**config.mk**
```make
export PLATFORM = sky130hd
export DESIGN_NAME = ac97_rx_frame
export DESIGN_NICKNAME = d
export VERILOG_FILES = /design/src/rtl/ac97_pkg.sv /design/src/rtl/ac97_rx_sync.sv /design/src/rtl/ac97_rx_frame.sv
export SDC_FILE = /design/constraint.sdc
export NUM_CORES = 1
export LEC_CHECK = 0
export ABC_AREA = 1
export ABC_CLOCK_PERIOD_IN_PS = 4300
export CORE_ASPECT_RATIO = 0.6
export CORE_UTILIZATION = 40
export CTS_CLUSTER_DIAMETER = 100
export DETAILED_ROUTE_END_ITERATION = 10
export PLACE_DENSITY = 0.7
export SETUP_SLACK_MARGIN = 0.5
export SLEW_MARGIN = 15
export SYNTH_ARGS = -nofsm -noshare
export SYNTH_HDL_FRONTEND = slang
export SYNTH_HIERARCHICAL = 1
export SYNTH_SLANG_ARGS = --single-unit
```
**constraint.sdc**
```tcl
create_clock -name clk -period 4.3 [get_ports clk]
set_clock_uncertainty 0.15 [all_clocks]
set_input_delay 0.645 -clock clk [delete_from_list [all_inputs] [get_ports clk]]
set_output_delay 0.645 -clock clk [all_outputs]
set_load 0.05 [all_outputs]
```
**src/rtl/ac97_pkg.sv**
```systemverilog
// rtl/ac97_pkg.sv - AC97 receive frame geometry, slot/tag indices and FSM state encoding
// Shared by ac97_rx_sync and ac97_rx_frame; no ports.
package ac97_pkg;

  localparam int FRAME_BITS = 256;
  localparam int TAG_BITS   = 16;
  localparam int SLOT_BITS  = 20;

  localparam int SLOT_CMD_ADDR = 1;
  localparam int SLOT_CMD_DATA = 2;
  localparam int SLOT_PCM_L    = 3;
  localparam int SLOT_PCM_R    = 4;

  localparam int TAG_CODEC_READY = 15;
  localparam int TAG_SLOT1_VALID = 14;
  localparam int TAG_SLOT2_VALID = 13;
  localparam int TAG_SLOT3_VALID = 12;
  localparam int TAG_SLOT4_VALID = 11;

  typedef logic [1:0] rx_state_t;
  localparam rx_state_t ST_HUNT  = 2'd0;
  localparam rx_state_t ST_TAG   = 2'd1;
  localparam rx_state_t ST_SLOTS = 2'd2;

  // Frame bit index carrying the LSB of slot n (1..12).
  function automatic logic [7:0] slot_last_bit(input int n);
    return 8'(TAG_BITS + SLOT_BITS * n - 1);
  endfunction

endpackage

```
**src/rtl/ac97_rx_sync.sv**
```systemverilog
// rtl/ac97_rx_sync.sv - synchronizes AC97 inputs into clk and detects bit_clk falling edges
// Ports: clk, reset_b (async active-low); ac97_bit_clk_i, ac97_synch_i, ac97_sdata_i (async);
//        bit_event_o (one clk per bit_clk falling edge), synch_o, sdata_o (synchronized levels).
module ac97_rx_sync #(
  parameter int SYNC_STAGES = 2
) (
  input  logic clk,
  input  logic reset_b,
  input  logic ac97_bit_clk_i,
  input  logic ac97_synch_i,
  input  logic ac97_sdata_i,
  output logic bit_event_o,
  output logic synch_o,
  output logic sdata_o
);
  import ac97_pkg::*;

  logic [SYNC_STAGES-1:0] bclk_q;
  logic [SYNC_STAGES-1:0] synch_q;
  logic [SYNC_STAGES-1:0] sdata_q;
  logic                   bclk_prev_q;

  always_ff @(posedge clk or negedge reset_b) begin
    if (!reset_b) begin
      bclk_q      <= '0;
      synch_q     <= '0;
      sdata_q     <= '0;
      bclk_prev_q <= 1'b0;
    end else begin
      bclk_q      <= (bclk_q << 1) | SYNC_STAGES'(ac97_bit_clk_i);
      synch_q     <= (synch_q << 1) | SYNC_STAGES'(ac97_synch_i);
      sdata_q     <= (sdata_q << 1) | SYNC_STAGES'(ac97_sdata_i);
      bclk_prev_q <= bclk_q[SYNC_STAGES-1];
    end
  end

  // All three inputs see the same latency, so the data levels presented with
  // the edge pulse are the ones the codec held around that falling edge.
  assign bit_event_o = bclk_prev_q & ~bclk_q[SYNC_STAGES-1];
  assign synch_o     = synch_q[SYNC_STAGES-1];
  assign sdata_o     = sdata_q[SYNC_STAGES-1];

endmodule

```
**src/rtl/ac97_rx_frame.sv**
```systemverilog
// rtl/ac97_rx_frame.sv - AC97 codec-to-controller frame receiver (tag, status, PCM L/R)
// Ports: clk, reset_b (async active-low); ac97_bit_clk, ac97_synch, ac97_sdata_in (codec side);
//        pcm_left/pcm_right/valid/ack (PCM handshake); tag; status_addr/status_data/status_valid;
//        bit_count, frame_count (position/progress); overrun, frame_err (sticky errors).
module ac97_rx_frame #(
  parameter int SYNC_STAGES = 2,
  parameter int PCM_BITS    = 18
) (
  input  logic                clk,
  input  logic                reset_b,
  input  logic                ac97_bit_clk,
  input  logic                ac97_synch,
  input  logic                ac97_sdata_in,
  output logic [PCM_BITS-1:0] pcm_left,
  output logic [PCM_BITS-1:0] pcm_right,
  output logic                valid,
  input  logic                ack,
  output logic [15:0]         tag,
  output logic [6:0]          status_addr,
  output logic [15:0]         status_data,
  output logic                status_valid,
  output logic [7:0]          bit_count,
  output logic [3:0]          frame_count,
  output logic                overrun,
  output logic                frame_err
);
  import ac97_pkg::*;

  localparam logic [7:0] LAST_BIT = 8'(FRAME_BITS - 1);
  localparam logic [7:0] TAG_LAST = 8'(TAG_BITS - 1);

  logic bit_event, synch_s, sdata_s;

  ac97_rx_sync #(.SYNC_STAGES(SYNC_STAGES)) u_sync (
    .clk            (clk),
    .reset_b        (reset_b),
    .ac97_bit_clk_i (ac97_bit_clk),
    .ac97_synch_i   (ac97_synch),
    .ac97_sdata_i   (ac97_sdata_in),
    .bit_event_o    (bit_event),
    .synch_o        (synch_s),
    .sdata_o        (sdata_s)
  );

  // Receive side: frame position and per-frame shadows.
  rx_state_t             state_q, state_d;
  logic [7:0]            bit_count_q, bit_count_d;
  logic                  synch_prev_q, synch_prev_d;
  logic [TAG_BITS-1:0]   tag_sh_q, tag_sh_d;
  logic [SLOT_BITS-2:0]  slot_sh_q, slot_sh_d;
  logic [6:0]            s1_q, s1_d;
  logic [15:0]           s2_q, s2_d;
  logic [PCM_BITS-1:0]   s3_q, s3_d, s4_q, s4_d;
  logic                  done_q, done_d;
  logic                  frame_err_q, frame_err_d;

  logic                  rise;
  logic [7:0]            next_pos;
  logic [SLOT_BITS-1:0]  slot_word;

  always_comb begin
    state_d      = state_q;
    bit_count_d  = bit_count_q;
    synch_prev_d = synch_prev_q;
    tag_sh_d     = tag_sh_q;
    slot_sh_d    = slot_sh_q;
    s1_d         = s1_q;
    s2_d         = s2_q;
    s3_d         = s3_q;
    s4_d         = s4_q;
    done_d       = 1'b0;
    frame_err_d  = frame_err_q;
    rise         = synch_s & ~synch_prev_q;
    next_pos     = bit_count_q + 8'd1;
    slot_word    = {slot_sh_q, sdata_s};

    if (bit_event) begin
      synch_prev_d = synch_s;
      if (state_q == ST_HUNT) begin
        if (rise) begin
          state_d     = ST_TAG;
          bit_count_d = 8'd0;
          tag_sh_d    = {{(TAG_BITS-1){1'b0}}, sdata_s};
        end
      end else if (rise && bit_count_q != LAST_BIT) begin
        // Early sync: drop the partial frame and treat this bit as a new tag MSB.
        frame_err_d = 1'b1;
        state_d     = ST_TAG;
        bit_count_d = 8'd0;
        tag_sh_d    = {{(TAG_BITS-1){1'b0}}, sdata_s};
      end else begin
        bit_count_d = next_pos;
        case (state_q)
          ST_TAG: begin
            tag_sh_d = {tag_sh_q[TAG_BITS-2:0], sdata_s};
            if (next_pos == TAG_LAST) state_d = ST_SLOTS;
          end
          ST_SLOTS: begin
            if (bit_count_q == LAST_BIT) begin
              // Only a sync edge on the bit after 255 chains straight into the next frame.
              bit_count_d = 8'd0;
              if (rise) begin
                state_d  = ST_TAG;
                tag_sh_d = {{(TAG_BITS-1){1'b0}}, sdata_s};
              end else begin
                state_d = ST_HUNT;
              end
            end else begin
              slot_sh_d = slot_word[SLOT_BITS-2:0];
              if (next_pos == slot_last_bit(SLOT_CMD_ADDR)) s1_d = slot_word[18:12];
              if (next_pos == slot_last_bit(SLOT_CMD_DATA)) s2_d = slot_word[19:4];
              if (next_pos == slot_last_bit(SLOT_PCM_L)) s3_d = slot_word[SLOT_BITS-1 -: PCM_BITS];
              if (next_pos == slot_last_bit(SLOT_PCM_R)) s4_d = slot_word[SLOT_BITS-1 -: PCM_BITS];
              if (next_pos == LAST_BIT) done_d = 1'b1;
            end
          end
          default: state_d = ST_HUNT;
        endcase
      end
    end
  end

  // Consumer side: published results, updated the clk after frame completion.
  logic [15:0]         tag_q, tag_d;
  logic [PCM_BITS-1:0] pcm_l_q, pcm_l_d, pcm_r_q, pcm_r_d;
  logic                valid_q, valid_d, overrun_q, overrun_d;
  logic [6:0]          st_addr_q, st_addr_d;
  logic [15:0]         st_data_q, st_data_d;
  logic                st_valid_q, st_valid_d;
  logic [3:0]          frame_count_q, frame_count_d;
  logic                load_pcm, load_st;

  always_comb begin
    tag_d         = tag_q;
    pcm_l_d       = pcm_l_q;
    pcm_r_d       = pcm_r_q;
    valid_d       = valid_q;
    overrun_d     = overrun_q;
    st_addr_d     = st_addr_q;
    st_data_d     = st_data_q;
    st_valid_d    = 1'b0;
    frame_count_d = frame_count_q;
    load_pcm      = done_q & tag_sh_q[TAG_CODEC_READY] & tag_sh_q[TAG_SLOT3_VALID]
                    & tag_sh_q[TAG_SLOT4_VALID];
    load_st       = done_q & tag_sh_q[TAG_CODEC_READY] & tag_sh_q[TAG_SLOT1_VALID]
                    & tag_sh_q[TAG_SLOT2_VALID];

    if (done_q) begin
      tag_d         = tag_sh_q;
      frame_count_d = frame_count_q + 4'd1;
    end
    if (load_pcm) begin
      // An ack in the same clk frees the holding register for the new pair.
      if (!valid_q || ack) begin
        pcm_l_d = s3_q;
        pcm_r_d = s4_q;
        valid_d = 1'b1;
      end else begin
        overrun_d = 1'b1;
      end
    end else if (valid_q && ack) begin
      valid_d = 1'b0;
    end
    if (load_st) begin
      st_valid_d = 1'b1;
      st_addr_d  = s1_q;
      st_data_d  = s2_q;
    end
  end

  always_ff @(posedge clk or negedge reset_b) begin
    if (!reset_b) begin
      state_q       <= ST_HUNT;
      bit_count_q   <= '0;
      synch_prev_q  <= 1'b0;
      tag_sh_q      <= '0;
      slot_sh_q     <= '0;
      s1_q          <= '0;
      s2_q          <= '0;
      s3_q          <= '0;
      s4_q          <= '0;
      done_q        <= 1'b0;
      frame_err_q   <= 1'b0;
      tag_q         <= '0;
      pcm_l_q       <= '0;
      pcm_r_q       <= '0;
      valid_q       <= 1'b0;
      overrun_q     <= 1'b0;
      st_addr_q     <= '0;
      st_data_q     <= '0;
      st_valid_q    <= 1'b0;
      frame_count_q <= '0;
    end else begin
      state_q       <= state_d;
      bit_count_q   <= bit_count_d;
      synch_prev_q  <= synch_prev_d;
      tag_sh_q      <= tag_sh_d;
      slot_sh_q     <= slot_sh_d;
      s1_q          <= s1_d;
      s2_q          <= s2_d;
      s3_q          <= s3_d;
      s4_q          <= s4_d;
      done_q        <= done_d;
      frame_err_q   <= frame_err_d;
      tag_q         <= tag_d;
      pcm_l_q       <= pcm_l_d;
      pcm_r_q       <= pcm_r_d;
      valid_q       <= valid_d;
      overrun_q     <= overrun_d;
      st_addr_q     <= st_addr_d;
      st_data_q     <= st_data_d;
      st_valid_q    <= st_valid_d;
      frame_count_q <= frame_count_d;
    end
  end

  assign pcm_left     = pcm_l_q;
  assign pcm_right    = pcm_r_q;
  assign valid        = valid_q;
  assign tag          = tag_q;
  assign status_addr  = st_addr_q;
  assign status_data  = st_data_q;
  assign status_valid = st_valid_q;
  assign bit_count    = bit_count_q;
  assign frame_count  = frame_count_q;
  assign overrun      = overrun_q;
  assign frame_err    = frame_err_q;

endmodule
```
==> impl_results.md, run 1 <==
- Worst slew margin relative to its limit: 27.40%
- Root buffer cell: sky130_fd_sc_hd__clkbuf_16
- IO Pins: 97
- Synth Area in Adders: 1.093%
- Relative contribution of combinational cells to total power: 13.7%
- Number of buffers created by CTS: 17
- Total count of hold-check failures in the final report: 0
- Depth of the worst register-to-register path: 8
- Yosys warning total: 6
- Sequential fraction of the synthesis area: 61.20%
- Clock power frac: 38.1%
- Result of the run: finished, final reports clean
- Worst min path class: input port to async pin
- Full die area: 0.02062 mm2
- Netlist cell types: 40
- TritonCTS clock tree: built
- Mux share of post-synthesis cell area: 8.290%
- GR Overflow Total: 0
- Type of element launching the critical path: flop
- DR DRC count: 0
- H-tree depth: 4
- R2r startpoint: state_q[0]
- Maximum fanout count along the critical path: 41
- Final nets: 849
- Xor-xnor portion of the synthesized cell area: 0.3279%
- Effective utilization at floorplan: 41.47%
- Global routing met3 resource utilization: 4.514%
- Met2 track demand over resource in global routing: 21.11%
- Pre-Repair DR Iteration Count: 6
- Remaining antenna violation count after routing: 0
- Largest vdd supply drop: 285.9 uV
- Height of the die: 111.6 um
- Number of antenna repair diodes: 0
- Gpl congestion: 0.8130
- Number of enable flip-flop cells after synthesis: 0
- Fin area: 0.009772 mm2
- Flop2flop setup slack: 1.35 ns
- Post-Syn Area per Cell: 10.71 um2
- Synth async-reset ratio: 100.0%
- Cell area after synthesis: 0.008014 mm2
- Smallest hold slack: 0.1764 ns
- Post-synthesis register bit count: 196
- Final worst setup slack: 1.354 ns
- Critical Path Start: state_q[0]
- Design internal power: 0.002936 W
- Total count of max-transition violations in the final report: 0
- Register clock-pin slew on the reported worst setup and hold paths: 0.07 ns
- Setup repair after global routing missed its margin: no
- HPWL after DPL: 11920 um
- Fillers: 1741
- Portion of the clock cycle consumed by the worst path in the final layout: 68.50%
- Core area: 0.01932 mm2
- Summed negative setup slack over all endpoints: 0 ns
- Net count after synthesis: 761
- Final routed wirelength across all metal layers: 17310 um
- WP data arrival: 3.10 ns
- Most used flip-flop cell after synthesis: sky130_fd_sc_hd__dfrtp_1
- DP Area: 0.009185 mm2
- Clock tree buffer depth: 2
- Number of placement rows: 39
- Antenna violations before repair: 0
- F_max: 339.5 MHz
- Die boundary width: 184.7 um
- Switching power: 0.001228 W
- Fraction of the mapped netlist area in compound gates: 9.586%
- Fraction of layout instances using a drive strength above 1: 16.02%
- Cells after Synth: 748
- Core occupancy in the finished layout: 50.57%
- Worst slew pin tran: 1.085 ns
- Number of clock sinks seen by CTS: 196
- CP endpoint kind: flop
- Terminus of the critical flop-to-flop path: s4_q[10]
- Number of vias per cell after detailed routing: 4.926
- Required time at the endpoint of the critical path: 4.46 ns
- Global routing usage on met1: 30.97%
- Reported max-cap violation count: 0
- Power density relative to cell area: 426.1 mW/mm2
- Setup bufs post-CTS: 0
- Cells resized by post-CTS repair: 0
- Post-layout minimum cycle time: 2.946 ns
- Simple-gate share of the synthesized area: 14.60%
- Vias in the first global route: 5090
- Worst slack after detailed placement: 1.364 ns
- First-pass GRT wire length: 28280 um
- IO Port Bufs: 96
- Crit Path Category: flop to flop
- Number of DRC markers in iteration 0: 432
- Count of hold buffers inserted by post-cts repair: 0
- Area growth from synthesis to layout: 21.94%
- Main combinational cell family by area after synthesis: simple AND/OR/NAND/NOR gates
- Global router's overall resource usage: 17.96%
- Count of vias placed by the detailed router: 5492
- Most crowded layer after global routing: met1
- LEAKAGE: 4.517 nW
- Largest net degree at the start of global routing: 119
- Average routed wire per standard cell: 15.52 um
- Switching power share of the total: 29.50%
- Part of the power in registers: 48.2%
- Number of endpoints failing setup at the final stage: 0
- Worst-skew pair later-pin latency: 0.44 ns
-- cells in the final DEF, fill, tap and decap left out, types with 2 or more instances in the layout --
| cell type | count |
|---|---|
| sky130_fd_sc_hd__clkinv_4 | 4 |
| sky130_fd_sc_hd__clkbuf_16 | 17 |
| sky130_fd_sc_hd__inv_8 | 6 |
| sky130_fd_sc_hd__dfrtp_1 | 196 |
| sky130_fd_sc_hd__nand2_1 | 169 |
| sky130_fd_sc_hd__mux2_2 | 59 |
| sky130_fd_sc_hd__nand4_1 | 4 |
| sky130_fd_sc_hd__nand2_2 | 10 |
| sky130_fd_sc_hd__o21ai_0 | 83 |
| sky130_fd_sc_hd__nor2_1 | 24 |
| sky130_fd_sc_hd__o21ai_2 | 10 |
| sky130_fd_sc_hd__nor3_4 | 2 |
| sky130_fd_sc_hd__o22ai_1 | 4 |
| sky130_fd_sc_hd__buf_4 | 3 |
| sky130_fd_sc_hd__nand2_4 | 3 |
| sky130_fd_sc_hd__inv_1 | 55 |
| sky130_fd_sc_hd__o21ai_1 | 31 |
| sky130_fd_sc_hd__inv_6 | 2 |
| sky130_fd_sc_hd__xor2_1 | 2 |
| sky130_fd_sc_hd__o21bai_1 | 2 |
| sky130_fd_sc_hd__ha_1 | 7 |
| sky130_fd_sc_hd__nand3_1 | 31 |
| sky130_fd_sc_hd__nor2_2 | 2 |
| sky130_fd_sc_hd__inv_2 | 3 |
| sky130_fd_sc_hd__nor2_4 | 4 |
| sky130_fd_sc_hd__nand3_2 | 2 |
| sky130_fd_sc_hd__clkdlybuf4s50_1 | 95 |
| sky130_fd_sc_hd__o31ai_1 | 2 |
-- metal layers --
metal | routed length, um | share of wire [%]
met1 | 9909 | 57
met2 | 6288 | 36
met3 | 965 | 5.6
met4 | 142 | 0.82
met5 | 0 | 0
-- power by group through the flow --
stage | Sequential (W) | Clock [W] | Combinational [W]
2_1_floorplan | 0.00208 | 0 | 0.000352
3_3_place_gp | 0.00204 | 0 | 0.000557
3_5_place_dp | 0.00204 | 0 | 0.000571
4_1_cts | 0.00201 | 0.00162 | 0.000574
5_1_grt | 0.00202 | 0.00171 | 0.000644
6_report | 0.00201 | 0.00159 | 0.000571
-- final cells by class --
cell class                 instances  area [um2]  area share, %
sequential                       196        4905          50.19
multi-input combinational        463        2723          27.86
timing repair buffer             100        1007          10.31
clock buffer                      18       429.2          4.392
tap                              266       332.8          3.406
inverter                          58       217.7          2.228
clock inverter                    14       157.7          1.613
-- cells in the mapped netlist (5+ instances only) --
cell / n / area share, %
sky130_fd_sc_hd__ha_1: 7 / 1.1
sky130_fd_sc_hd__mux2_2: 59 / 8.3
sky130_fd_sc_hd__clkbuf_1: 11 / 0.52
sky130_fd_sc_hd__buf_6: 5 / 0.70
sky130_fd_sc_hd__o21ai_0: 83 / 5.2
sky130_fd_sc_hd__o21ai_1: 31 / 1.9
sky130_fd_sc_hd__inv_1: 55 / 2.6
sky130_fd_sc_hd__buf_2: 13 / 0.81
sky130_fd_sc_hd__nor2_1: 24 / 1.1
sky130_fd_sc_hd__o21ai_2: 10 / 1.1
sky130_fd_sc_hd__nand3_1: 31 / 1.9
sky130_fd_sc_hd__nand2_1: 169 / 7.9
sky130_fd_sc_hd__nand2_2: 10 / 0.78
sky130_fd_sc_hd__dfrtp_1: 196 / 61
-- how the worst max path moves through the flow --
stage,to,slack (ns),depth (start not counted)
2_1_floorplan,tag_sh_q[14],1.96,11
3_3_place_gp,s4_q[16],1.53,8
3_5_place_dp,s4_q[10],1.36,8
4_1_cts,s4_q[10],1.34,8
5_1_grt,s3_q[14],1.06,7
6_report,s4_q[10],1.35,8
-- sequential cells by signal (all words and copies together) (netlist names), 2 cells and up --
| signal | cells |
|---|---|
| slot_sh_q | 19 |
| pcm_left | 18 |
| pcm_right | 18 |
| s3_q | 18 |
| s4_q | 18 |
| s2_q | 16 |
| status_data | 16 |
| tag | 16 |
| tag_sh_q | 16 |
| bit_count | 8 |
| s1_q | 7 |
| status_addr | 7 |
| frame_count | 4 |
| state_q | 2 |
| u_sync/bclk_q | 2 |
| u_sync/sdata_q | 2 |
| u_sync/synch_q | 2 |
-- worst max-delay path, cell delays in order (launching register included) --
cell and delay [ns]:
sky130_fd_sc_hd__dfrtp_1 0.42, sky130_fd_sc_hd__inv_1 0.11, sky130_fd_sc_hd__ha_1 0.86, sky130_fd_sc_hd__nand4_4 0.13, sky130_fd_sc_hd__buf_4 0.31, sky130_fd_sc_hd__nor2_4 0.19, sky130_fd_sc_hd__nand2_2 0.36, sky130_fd_sc_hd__nand2_1 0.18
sky130_fd_sc_hd__o21ai_1 0.08
-- cells by family (layout without fill, tap and decap cells) --
logic type | count (synthesis) | after routing
compound gates | 138 | 138
xor+xnor | 3 | 3
fa+ha+maj | 7 | 7
buf+inv | 89 | 190
flops | 196 | 196
mux | 59 | 59
simple gates | 256 | 256
-- stage by stage --
step	cells	power, W
after CTS	1115	0.004203
final	1115	0.004164
after floorplan	748	0.002430
after detailed placement	1083	0.002614
after global placement	1083	0.002595
after global routing	1115	0.004370
(Power assumes the default switching activity.)
==> run 2: changes to the inputs <==
--- a/config.mk
+++ b/config.mk
@@ -6,7 +6,7 @@
 export NUM_CORES = 1
 export LEC_CHECK = 0
 export ABC_AREA = 1
-export ABC_CLOCK_PERIOD_IN_PS = 4300
+export ABC_CLOCK_PERIOD_IN_PS = 3000
 export CORE_ASPECT_RATIO = 0.6
 export CORE_UTILIZATION = 40
 export CTS_CLUSTER_DIAMETER = 100
==> constraint.sdc (replaced) <==
create_clock -name clk -period 3 [get_ports clk]
set_clock_uncertainty 0.15 [all_clocks]
set_input_delay 0.45 -clock clk [delete_from_list [all_inputs] [get_ports clk]]
set_output_delay 0.45 -clock clk [all_outputs]
set_load 0.05 [all_outputs]
==> impl_results.md, run 2 (synthesis results as in run 1) <==
- Result of the run: finished, final reports clean
- Global routing met3 resource utilization: 5.103% (+0.59 points)
- Design internal power: 0.004287 W (+46%)
- GR Overflow Total: 0 (unchanged)
- LEAKAGE: 4.635 nW (+2.6%)
- Met2 track demand over resource in global routing: 22.64% (+1.5 points)
- Summed negative setup slack over all endpoints: 0 ns (unchanged)
- Core area: 0.01932 mm2 (unchanged)
- Required time at the endpoint of the critical path: 2.40 ns (-2.06 ns)
- Maximum fanout count along the critical path: 8 (-80%)
- Effective utilization at floorplan: 41.47% (unchanged)
- Pre-Repair DR Iteration Count: 5 (-1)
- DR DRC count: 0 (unchanged)
- Register clock-pin slew on the reported worst setup and hold paths: 0.07 ns (about the same)
- CP endpoint kind: output pin
- Most frequent standard cell in the layout excluding fill and tap cells: sky130_fd_sc_hd__dfrtp_1
- Post-layout minimum cycle time: 2.438 ns
- Crit-path slowest cell: sky130_fd_sc_hd__clkdlybuf4s50_1
- Root buffer cell: sky130_fd_sc_hd__clkbuf_16
- First-pass GRT wire length: 29330 um (+3.7%)
- Portion of the clock cycle consumed by the worst path in the final layout: 81.28%
- Die boundary width: 184.7 um (unchanged)
- Switching power share of the total: 29.25% (-0.25 points)
- Reported max-cap violation count: 0 (unchanged)
- Clock power frac: 38.5% (+0.4 points)
- IO Port Bufs: 96 (unchanged)
- Stage delay of the slowest cell on the critical path: 0.88 ns (+0.02 ns)
- Relative contribution of combinational cells to total power: 14.0% (+0.3 points)
- Part of the power in registers: 47.5% (-0.7 points)
- Worst slew margin relative to its limit: 49.39% (+22 points)
- WP data arrival: 1.84 ns (-1.26 ns)
- Antenna violations before repair: 0 (unchanged)
- Full die area: 0.02062 mm2 (unchanged)
- Global router's overall resource usage: 18.51% (+0.56 points)
- Type of element launching the critical path: flop
- Number of buffers created by CTS: 17 (unchanged)
- Number of clock sinks seen by CTS: 196 (unchanged)
- Flip-flop count of the largest register after layout: 19 (unchanged)
- Clock tree buffer depth: 2 (unchanged)
- IO Pins: 97 (unchanged)
- Number of DRC markers in iteration 0: 459 (+6.3%)
- Fraction of layout instances using a drive strength above 1: 17.52% (+1.5 points)
- F_max: 410.1 MHz
- Most crowded layer after global routing: met1
- Vias in the first global route: 5378 (+5.7%)
- Area growth from synthesis to layout: 24.22%
- TritonCTS clock tree: built
- Sum of buffers and inverters on the critical path: 1 (-1)
- Total count of hold-check failures in the final report: 0 (unchanged)
- Switching power: 0.001772 W (+44%)
- Largest delay contributor family on the critical path: buffers and inverters
- Number of placement rows: 39 (unchanged)
- Worst min path class: flop to flop
- Number of vias per cell after detailed routing: 4.894 (-0.65%)
- H-tree depth: 4 (unchanged)
- Worst Min Path Start: u_sync/sdata_q[0]
- Number of antenna repair diodes: 0 (unchanged)
- Final nets: 862 (+1.5%)
- Depth of the worst register-to-register path: 9 (+1)
- Largest net degree at the start of global routing: 79 (-34%)
- Total count of max-transition violations in the final report: 0 (unchanged)
- Setup repair after global routing missed its margin: yes
- R2r startpoint: bit_count[0]
- Count of vias placed by the detailed router: 5520 (+0.51%)
- Gpl congestion: 0.8073 (-0.70%)
- Number of instances on the worst hold path: 0
- Register with the most flip-flops: slot_sh_q
- Final routed wirelength across all metal layers: 18090 um (+4.5%)
- Flop2flop setup slack: 0.56 ns (-0.79 ns)
- Worst slew pin tran: 0.7583 ns (-0.3271 ns)
- Average routed wire per standard cell: 16.03 um (+3.3%)
- Height of the die: 111.6 um (unchanged)
- Endpoint with the worst hold slack: u_sync/sdata_q[1]
- Cells along the critical path: clkdlybuf4s50_1
- Number of endpoints failing setup at the final stage: 0 (unchanged)
- Smallest hold slack: 0.2000 ns (+0.02354 ns)
- Power density relative to cell area: 608.7 mW/mm2 (+43%)
- Worst-skew pair later-pin latency: 0.44 ns (about the same)
- HPWL after DPL: 11980 um (+0.50%)
- Crit Path Category: flop to output pin
- Terminus of the critical flop-to-flop path: tag_sh_q[5]
- Most frequent cells in the layout: sky130_fd_sc_hd__dfrtp_1 (196), sky130_fd_sc_hd__nand2_1 (169), sky130_fd_sc_hd__clkdlybuf4s50_1 (94), sky130_fd_sc_hd__o21ai_0 (83), sky130_fd_sc_hd__mux2_2 (59)
- Global routing usage on met1: 31.10% (+0.14 points)
- Largest vdd supply drop: 419.5 uV (+47%)
- Remaining antenna violation count after routing: 0 (unchanged)
## run 2: power by group through the flow
stage          clock network [W]  logic, W  registers (W)
2_1_floorplan                  0  0.000505        0.00298
3_3_place_gp                   0  0.000811        0.00292
3_5_place_dp                   0  0.000821        0.00292
4_1_cts                  0.00238  0.000836        0.00287
5_1_grt                  0.00249  0.000946        0.00289
6_report                 0.00233  0.000847        0.00288
## run 2: worst register-to-register path: cells and delay by family (launching register included)
family / cells / cell delay (ns)
adder cells (fa/ha/maj): 1 / 0.28
AND/OR/NAND/NOR: 5 / 1.05
AO/OA/AOI/OAI: 2 / 0.29
flip-flops: 1 / 0.47
buffers and inverters: 1 / 0.07
## run 2: worst max-delay path by stage
stage                            start      endpoint  cells after the start
final                     bit_count[3]  bit_count[3]                      1
after CTS                   state_q[0]      s4_q[13]                      8
after detailed placement  bit_count[0]   tag_sh_q[5]                      9
after global routing      bit_count[0]   tag_sh_q[6]                      9
after floorplan           bit_count[1]  tag_sh_q[14]                     11
after global placement    bit_count[1]   tag_sh_q[6]                      9
## run 2: area by class of cell
cell class | instances | area, um2
flip-flops and latches | 196 | 4905
multi-input cells | 465 | 2783
clock buffers | 18 | 429.2
repair buffers | 111 | 1120
fillers | 1712 | 9369
well taps | 266 | 332.8
inverters | 58 | 217.7
clock inverters | 14 | 167.7
## run 2: routing by layer
layer	vias up	share of wire (%)
met2	159	38
li1	2682	-
met1	2665	55
met5	-	0
met4	0	0.96
met3	14	6.5
## run 2: what timing repair did
action,in CTS,in global routing
pin swaps,0,4
buffers inserted,0,5
hold buffers,1,0
setup endpoints to repair,47,60
gates cloned,0,2
gates resized for setup,3,7
hold endpoints to repair,74,0
## run 2: per-stage QoR
step           area [um2]  utilization [%]  cells  worst slack, ns  power (W)
4_1_cts              9857            51.01   1121           0.5131   0.006088
3_3_place_gp         9235            47.79   1088           0.3922   0.003728
5_1_grt              9955            51.52   1128           0.4652   0.006324
2_1_floorplan        8014                -    748           0.6561   0.003483
3_5_place_dp         9235            47.79   1088           0.3600   0.003746
6_report             9955            51.52   1128           0.5616   0.006059
==> edit 1: new RTL, flow settings as in run 1 <==
Register the output `status_addr` once more, cleared by the reset; this adds one clock of latency there. The other outputs are not delayed to match.
--- a/src/rtl/ac97_rx_frame.sv
+++ b/src/rtl/ac97_rx_frame.sv
@@ -218,7 +218,13 @@
   assign pcm_right    = pcm_r_q;
   assign valid        = valid_q;
   assign tag          = tag_q;
-  assign status_addr  = st_addr_q;
+  always_ff @(posedge clk or negedge reset_b) begin
+    if (!reset_b) begin
+      status_addr <= '0;
+    end else begin
+      status_addr <= st_addr_q;
+    end
+  end
   assign status_data  = st_data_q;
   assign status_valid = st_valid_q;
   assign bit_count    = bit_count_q;
Formal check against the unedited RTL: same outputs for any inputs over 4 cycles, from zero or initial values and one cycle with reset_b low; that may be too few to reach the edited logic, so the function may still have changed.
==> edit 1 against run 1 <==
Synthesized area is 1.2% higher; sequential cell count rose by 7; combinational power decreased by 6.8%; critical endpoint is now s3_q[9]$_DFFE_PN0P_; largest cell class unchanged; critical path type unchanged; final area increased by 1.8%; routed wire length hardly changed; worst setup slack got worse by 0.0081 ns; highest routed layer unchanged; total power up 5.7%; utilization up 0.65 points.
==> edit 1: results (changes against run 1) <==
Inverter count: 59 (+1.7%)
Max Root-Sink Buffers: 3 (+1)
Multi-Input Combinational: 464 (+0.22%)
Share of layout cells above drive strength 1: 14.0% (-2.0 points)
Seq cells post-synth: 203 (+3.6%)
Cell Area, Placed: 9260 um2 (+0.82%)
Clock buf count: 29 (+11)
Critical path arrival: 3.15 ns (+0.05 ns)
Wire length per cell: 15.4 um (-1.1%)
Filler cell count: 1775 (+2.0%)
Adder-cell share of the synthesized area: 1.08% (-0.012 points)
Met3 WL: 1090 um (+13%)
Top cells by count, synth: dfrtp_1, nand2_1, o21ai_0
Xor/xnor cell area share of the yosys netlist: 0.324% (-0.0037 points)
Grt met3 use: 3.57% (-0.95 points)
1st-iter DRT viols: 430 (-0.46%)
Worst VDD drop: 0.203 mV (-29%)
H-tree depth: 1 (-3)
Largest delay share family, worst path: simple AND/OR/NAND/NOR gates
Detail Placement HPWL: 11800 um (-0.85%)
Clock buffer count from CTS: 20 (+3)
Status: finished, final reports clean
Area of the multi-input gates: 2620 um2 (-3.6%)
Largest net degree at the start of global routing: 116 (-2.5%)
Wire length on met1: 9620 um (-2.9%)
ClkCell Share: 6.92% (+0.91 points)
Combinational Power Share: 12.1% (-1.6 points)
Net count, final: 862 (+1.5%)
Bufs w/o clock: 101 (+1.0%)
1st-pass router iterations: 4 (-2)
Power Density: 443 nW/um2 (+3.8%)
[edit 1: final timing paths]
path	start	endpoint	slack, ns	cells after the start
worst min-delay path	reset_b	status_data[10]$_DFFE_PN0P_	0.13	1
min in group clk	u_sync/synch_q[0]$_DFF_PN0_	u_sync/synch_q[1]$_DFF_PN0_	0.20	0
worst max-delay path	state_q[0]$_DFFE_PN0P_	s3_q[9]$_DFFE_PN0P_	1.35	8
max in group asynchronous	reset_b	s4_q[12]$_DFFE_PN0P_	2.86	2
worst max register to register	state_q[0]$_DFFE_PN0P_	s3_q[9]$_DFFE_PN0P_	1.35	8
worst min register to register	u_sync/synch_q[0]$_DFF_PN0_	u_sync/synch_q[1]$_DFF_PN0_	0.20	0
[edit 1: per-stage QoR]
step	util, %	setup WS, ns	hold slack [ns]	instances
after global routing	51.2	1.05	0.205	1128
after CTS	51.2	1.35	0.193	1128
after detailed placement	47.7	1.36	0.186	1093
after global placement	47.7	1.48	0.185	1093
after floorplan	-	1.97	0.181	757
final	51.2	1.35	0.134	1128
==> edit 2: new RTL, settings of run 1 <==
Made on the original files. `PCM_BITS`: 18 -> 9.
--- a/src/rtl/ac97_rx_frame.sv
+++ b/src/rtl/ac97_rx_frame.sv
@@ -4,7 +4,7 @@
 //        bit_count, frame_count (position/progress); overrun, frame_err (sticky errors).
 module ac97_rx_frame #(
   parameter int SYNC_STAGES = 2,
-  parameter int PCM_BITS    = 18
+  parameter int PCM_BITS    = 9
 ) (
   input  logic                clk,
   input  logic                reset_b,
Ports: changed (resized pcm_left and pcm_right); port bits go from 97 to 79. The function was not compared with the original's and may differ.
==> edit 2 against run 1 <==
First-iteration DRC count is 30% lower; worst setup slack worse by 0.0026 ns; sequential cell count decreased by 36; total power is 15% lower; sequential share of layout area down 1.8 points; final area shrank 15%; routed wire length decreased by 19%; synthesized area fell by 16%.
==> edit 2: results (changes against run 1) <==
Status: finished, final reports clean
Clock buffer count from CTS: 17 (unchanged)
Met3 WL: 662 um (-31%)
Vias in the first global route: 4357 (-14%)
Ys async rst share: 100% (unchanged)
H-tree depth: 4 (unchanged)
Postcts setup bufs: 0 (unchanged)
Critical path launch point type: register
Wire length on met1: 7140 um (-28%)
Max FO, Critical Path: 40 (-2.4%)
Largest net degree at the start of global routing: 95 (-20%)
Worst hold margin: 0.155 ns (-0.0216 ns)
Top cells by count, synth: dfrtp_1, nand2_1, inv_1
1st-iter DRT viols: 303 (-30%)
Largest delay share family, worst path: simple AND/OR/NAND/NOR gates
Combinational Power Share: 11.3% (-2.4 points)
Critical path's largest stage delay: 0.61 ns (-0.25 ns)
Crit path capture: s2_q[2]$_DFFE_PN0P_
Cell Area, Placed: 7650 um2 (-17%)
GRT Util Overall: 17.2% (-0.77 points)
Switching share of power: 27.9% (-1.6 points)
Post-synthesis sequential area ratio: 59.7% (-1.5 points)
Worst VDD drop: 0.226 mV (-21%)
Area contributors post-synth: dfrtp_1, nand2_1, mux2_2
Share of layout cells above drive strength 1: 20.1% (+4.1 points)
Post-Syn Area per Cell: 10.7 um2 (+0.24%)
Max Root-Sink Buffers: 2 (unchanged)
R2R Setup Slk: 1.35 ns (about the same)
Yosys warns: 6 (unchanged)
Slew of the pin with the lowest slew margin: 0.860 ns (-0.225 ns)
Max reg flops: 19 (unchanged)
Leak: 3.71 nW (-18%)
Seq pwr share: 45.2% (-3.0 points)
IO buf count: 78 (-19%)
Routed WL: 14000 um (-19%)
Hold WC Path Type: in2async
Net count, final: 715 (-16%)
Wire length per cell: 14.9 um (-4.0%)
Placer Congestion: 0.841 (+3.4%)
Met2 WL: 6070 um (-3.4%)
First-pass GRT wire length: 22800 um (-19%)
Vias: 4579 (-17%)
ANT cells: 0 (unchanged)
Critical path arrival: 3.08 ns (-0.02 ns)
MaxCap Viol Count: 0 (unchanged)
Clk root buf: clkbuf_16
Top_reg_cell synth: dfrtp_1
1st-pass router iterations: 5 (-1)
Worst skew pair latency: 0.42 ns (-0.02 ns)
Post-synthesis cell type count: 37 (-7.5%)
Inst Count DP: 910 (-16%)
Biggest register: slot_sh_q
Antenna violations before repair: 0 (unchanged)
Post-Syn Nets: 637 (-16%)
FF-to-FF Start: state_q[0]$_DFFE_PN0P_
Detail Placement HPWL: 9550 um (-20%)
Grt met3 use: 4.11% (-0.41 points)
M2 GR Usage: 25.4% (+4.3 points)
M1 GR Usage: 24.9% (-6.0 points)
edit 2: cell count changes in the layout (fill, tap and decap cells not counted), sizes merged, moves of 7 or more:
cell / before / now
mux2: 59 / 42
nand3: 33 / 14
dfrtp: 196 / 160
o21ai: 125 / 92
nand2: 182 / 143
inv: 66 / 73
o22ai: 4 / 17
clkdlybuf4s50: 95 / 77
edit 2: kinds of logic after synthesis:
family | share of synthesized area, %
adders and majority gates | 1.31
xor gates and xnor gates | 0.653
buffers and inverters | 6.11
DFF | 59.7
muxes | 7.06
AOI/OAI and AO/OA | 11.6
and+or+nand+nor | 13.6
edit 2: cell type report:
class                      count  area [um2]
fill                        1442        8040
inverter                      69         259
clock buffer                  18         429
sequential                   160        4000
clock inverter                14         176
timing repair buffer          82         820
multi-input combinational    372        2290
tap                          228         285
edit 2: metrics by stage:
stage	power (mW)	worst slack, ns
floorplan	1.90	2.04
global placement	2.00	1.50
detailed placement	2.02	1.39
CTS	3.56	1.37
global route	3.68	1.08
finish	3.53	1.35
